<file path="config.mk">
export PLATFORM = sky130hd
export DESIGN_NAME = sat_counter
export DESIGN_NICKNAME = d
export VERILOG_FILES = /design/src/rtl/prbs31_checker_sat_counter.sv
export SDC_FILE = /design/constraint.sdc
export NUM_CORES = 1
export LEC_CHECK = 0
export CORE_MARGIN = 10
export CORE_UTILIZATION = 50
export CTS_BUF_LIST = sky130_fd_sc_hd__clkbuf_8
export CTS_CLUSTER_DIAMETER = 50
export DETAILED_ROUTE_END_ITERATION = 8
export PLACE_DENSITY = 0.91
export SYNTH_ARGS = -nofsm -noshare
export SYNTH_HDL_FRONTEND = slang
export SYNTH_SLANG_ARGS = --single-unit
</file>
<file path="constraint.sdc">
create_clock -name clk -period 3.4 [get_ports clk]
set_clock_uncertainty 0.1 [all_clocks]
set_input_delay 0.51 -clock clk [delete_from_list [all_inputs] [get_ports clk]]
set_output_delay 0.51 -clock clk [all_outputs]
set_load 0.1 [all_outputs]
</file>
<file path="src/rtl/prbs31_checker_sat_counter.sv">
// Saturating up-counter with synchronous clear; clear has priority over increment.
module sat_counter #(
  parameter int W = 32
) (
  input  logic         clk,
  input  logic         reset,
  input  logic         inc,
  input  logic         clr,
  output logic [W-1:0] count
);

  logic [W-1:0] count_q, count_d;

  always_comb begin
    count_d = count_q;
    if (clr) begin
      count_d = '0;
    end else if (inc && (count_q != '1)) begin
      count_d = count_q + 1'b1;
    end
  end

  always_ff @(posedge clk) begin
    if (reset) begin
      count_q <= '0;
    end else begin
      count_q <= count_d;
    end
  end

  assign count = count_q;

endmodule

</file>
==> flow_summary.json <==
{
  "timing.rr.end": "count[30]",
  "r2r_cells": 6,
  "cap_violations": 0,
  "start_kind": "input port",
  "synth_top_area_share_pct": 39.5,
  "cts.sinks": 32,
  "grt_pass1_wl_um": 7090,
  "vias": 1663,
  "largest_register_ffs": 32,
  "antenna_left": 0,
  "fmax_mhz": 399,
  "cp_top_family": "simple AND/OR/NAND/NOR gates",
  "critPathKind": "in -> reg",
  "fin_tns_setup_ns": 0,
  "p_per_area_mw_per_mm2": 342,
  "required_ns": 3.51,
  "synthCells": 198,
  "cts_tree": "done",
  "cp_max_fo": 6,
  "gp_congestion": 0.925,
  "status": "finished clean",
  "ff2ff_setup_slack_ns": 0.95,
  "hold_end": "count[31]",
  "drive_gt1_share_pct": 15.8,
  "yosysTopAreaCell": "dfxtp_1",
  "row_count": 20,
  "hold_viol_final": 0,
  "firstDrtPassIters": 4,
  "layout_min_cycle_time_ns": 2.50,
  "min_path_cells": 2,
  "antennaDiodeCount": 0,
  "antenna_found_initial": 0,
  "cts_buffer_depth": 2,
  "power.leakage_nw": 0.688,
  "reg2reg_from": "count[0]",
  "root_buffer": "clkbuf_8",
  "cp_num_buf_inv": 1,
  "fin_nets": 238,
  "slew_viol_final": 0,
  "grt-ovfl-total": 0,
  "path_common_cell": "or4_4",
  "startpoint": "inc",
  "wl_um": 4170,
  "first_iter_violations": 99,
  "wl_per_cell_um": 15.0,
  "rsz0062_at_grt": "no",
  "crit_path_end_kind": "flop",
  "tightest_slew_ns": 0.984,
  "ys_ff_latch": 32,
  "worstPathArrival_ns": 2.62,
  "ys_seq_area_share_pct": 39.5,
  "grt_pass1_vias": 1576,
  "dp_hpwl_um": 2950,
  "synth_cell_type_count": 37,
  "slew-limit-headroom_pct": 34.2,
  "cts.hold.buffers_added": 0,
  "core-area_sq_mm": 0.00308,
  "drc": 0,
  "vdd_drop_max_uv": 249,
  "via_per_inst": 5.98,
  "ys_top_cells_by_area": "dfxtp_1 40%, or3_1 5.8%, a21oi_1 4.6%, nand2_1 4.2%, nand3_1 3.7%",
  "h-tree-depth": 2,
  "ys_warn_count": 0,
  "final_common_cell": "dfxtp_1",
  "start_util_pct": 52.6,
  "clk_latency_ns": 0.29,
  "period_share_pct": 73.6,
  "slowest_stage": "clkdlybuf4s50_1",
  "cts_setup_buffers": 0,
  "crit_chain": "clkdlybuf4s50_1 > nand4_1 > or4_4 > or4_4 > or3_1 > a21oi_1",
  "io-pin-count": 36,
  "hold_start": "count[31]",
  "netlist_area_sq_mm": 0.00162,
  "fp.dieH_um": 76.9,
  "dieArea_sq_mm": 0.00592,
  "cts_resized": 0,
  "cts_buffers": 5,
  "worstHoldPathType": "reg -> reg",
  "synth_nets": 203,
  "cp_slowest_stage_delay_ns": 0.59,
  "grt_util_all_layers_pct": 14.1,
  "area_growth_pct": 25.6,
  "setup_viol": 0,
  "port_buffers": 35,
  "dieWidth_um": 76.9,
  "hold_ws_ns": 0.415,
  "layout_common_cells": "32 x dfxtp_1, 25 x buf_4, 18 x nand2_1",
  "cts.clk_slew.worst_paths_ns": 0.06,
  "grt_max_degree": 31,
  "avgSynthCellArea_sq_um": 8.18
}
==> power breakdown <==
group          internal, mW  switching [mW]
Combinational       0.00712          0.0189
Clock                 0.159           0.133
Sequential            0.376         0.00132
==> through the flow <==
step	utilization (%)	power (mW)	instance area, sq um	setup WS (ns)	std cells
6_report	66.1	0.695	2030	0.897	278
5_1_grt	66.1	0.722	2030	0.786	278
4_1_cts	66.1	0.698	2030	0.905	278
3_5_place_dp	63.2	0.411	1940	0.622	270
3_3_place_gp	63.2	0.411	1940	0.681	270
2_1_floorplan	-	0.402	1620	0.395	198
==> cells by family (layout without fill, tap and decap cells) <==
family          Yosys count  in the layout  share of synthesized area [%]
simple gates             91             91                           31.2
compound gates           54             54                           21.4
flops                    32             32                           39.5
buf+inv                  13             49                           3.32
xor+xnor                  7              7                           3.78
fa+ha+maj                 1              1                          0.772
==> cell usage after synthesis <==
cell and n:
nor2_1 16, a41o_1 3, or3_1 15, nor4_1 4, a21oi_1 15, or4_1 4, or4_4 2, dfxtp_1 32
o311ai_0 2, nand4_1 9, o311ai_1 1, or4b_1 1, xor2_1 2, a31oi_1 4, buf_2 4, a211oi_1 2
xnor2_1 5, clkbuf_1 5, o31a_1 1, or3_4 1, or2_2 1, o41ai_1 1, nand4_4 1, o21ai_0 11
nor3_1 4, nand3_1 12, o31ai_1 3, inv_1 4, and3_1 2, o2111ai_2 1, and4_1 1, o211ai_1 3
ha_1 1, o21ai_1 5, o21a_1 1, nand2_1 18, o311a_1 1
==> metal layers <==
metal	track usage, %	routed length (um)
met1	16.5	1810
met2	21.7	1980
met4	5.58	58
met5	0	0
met3	6.76	324
==> tightest hold or removal path: stages, from the launching register on <==
cell and delay (ns):
dfxtp_1 0.33, o21ai_0 0.08, a21oi_1 0.06
==> cell type report <==
| class | count | area (sq um) |
|---|---|---|
| inverter | 4 | 15.0 |
| clock inverter | 2 | 7.51 |
| clock buffer | 6 | 82.6 |
| sequential | 32 | 641 |
| multi-input combinational | 153 | 926 |
| timing repair buffer | 37 | 308 |
| fill | 257 | 1040 |
| tap | 44 | 55.1 |
==> worst max path at each step <==
stage,endpoint,slack (ns),depth (start not counted)
floorplan,count[26],0.40,5
global placement,count[26],0.68,6
detailed placement,count[30],0.62,6
CTS,count[30],0.91,6
global route,count[30],0.79,6
finish,count[30],0.90,6
(Power assumes the default switching activity.)
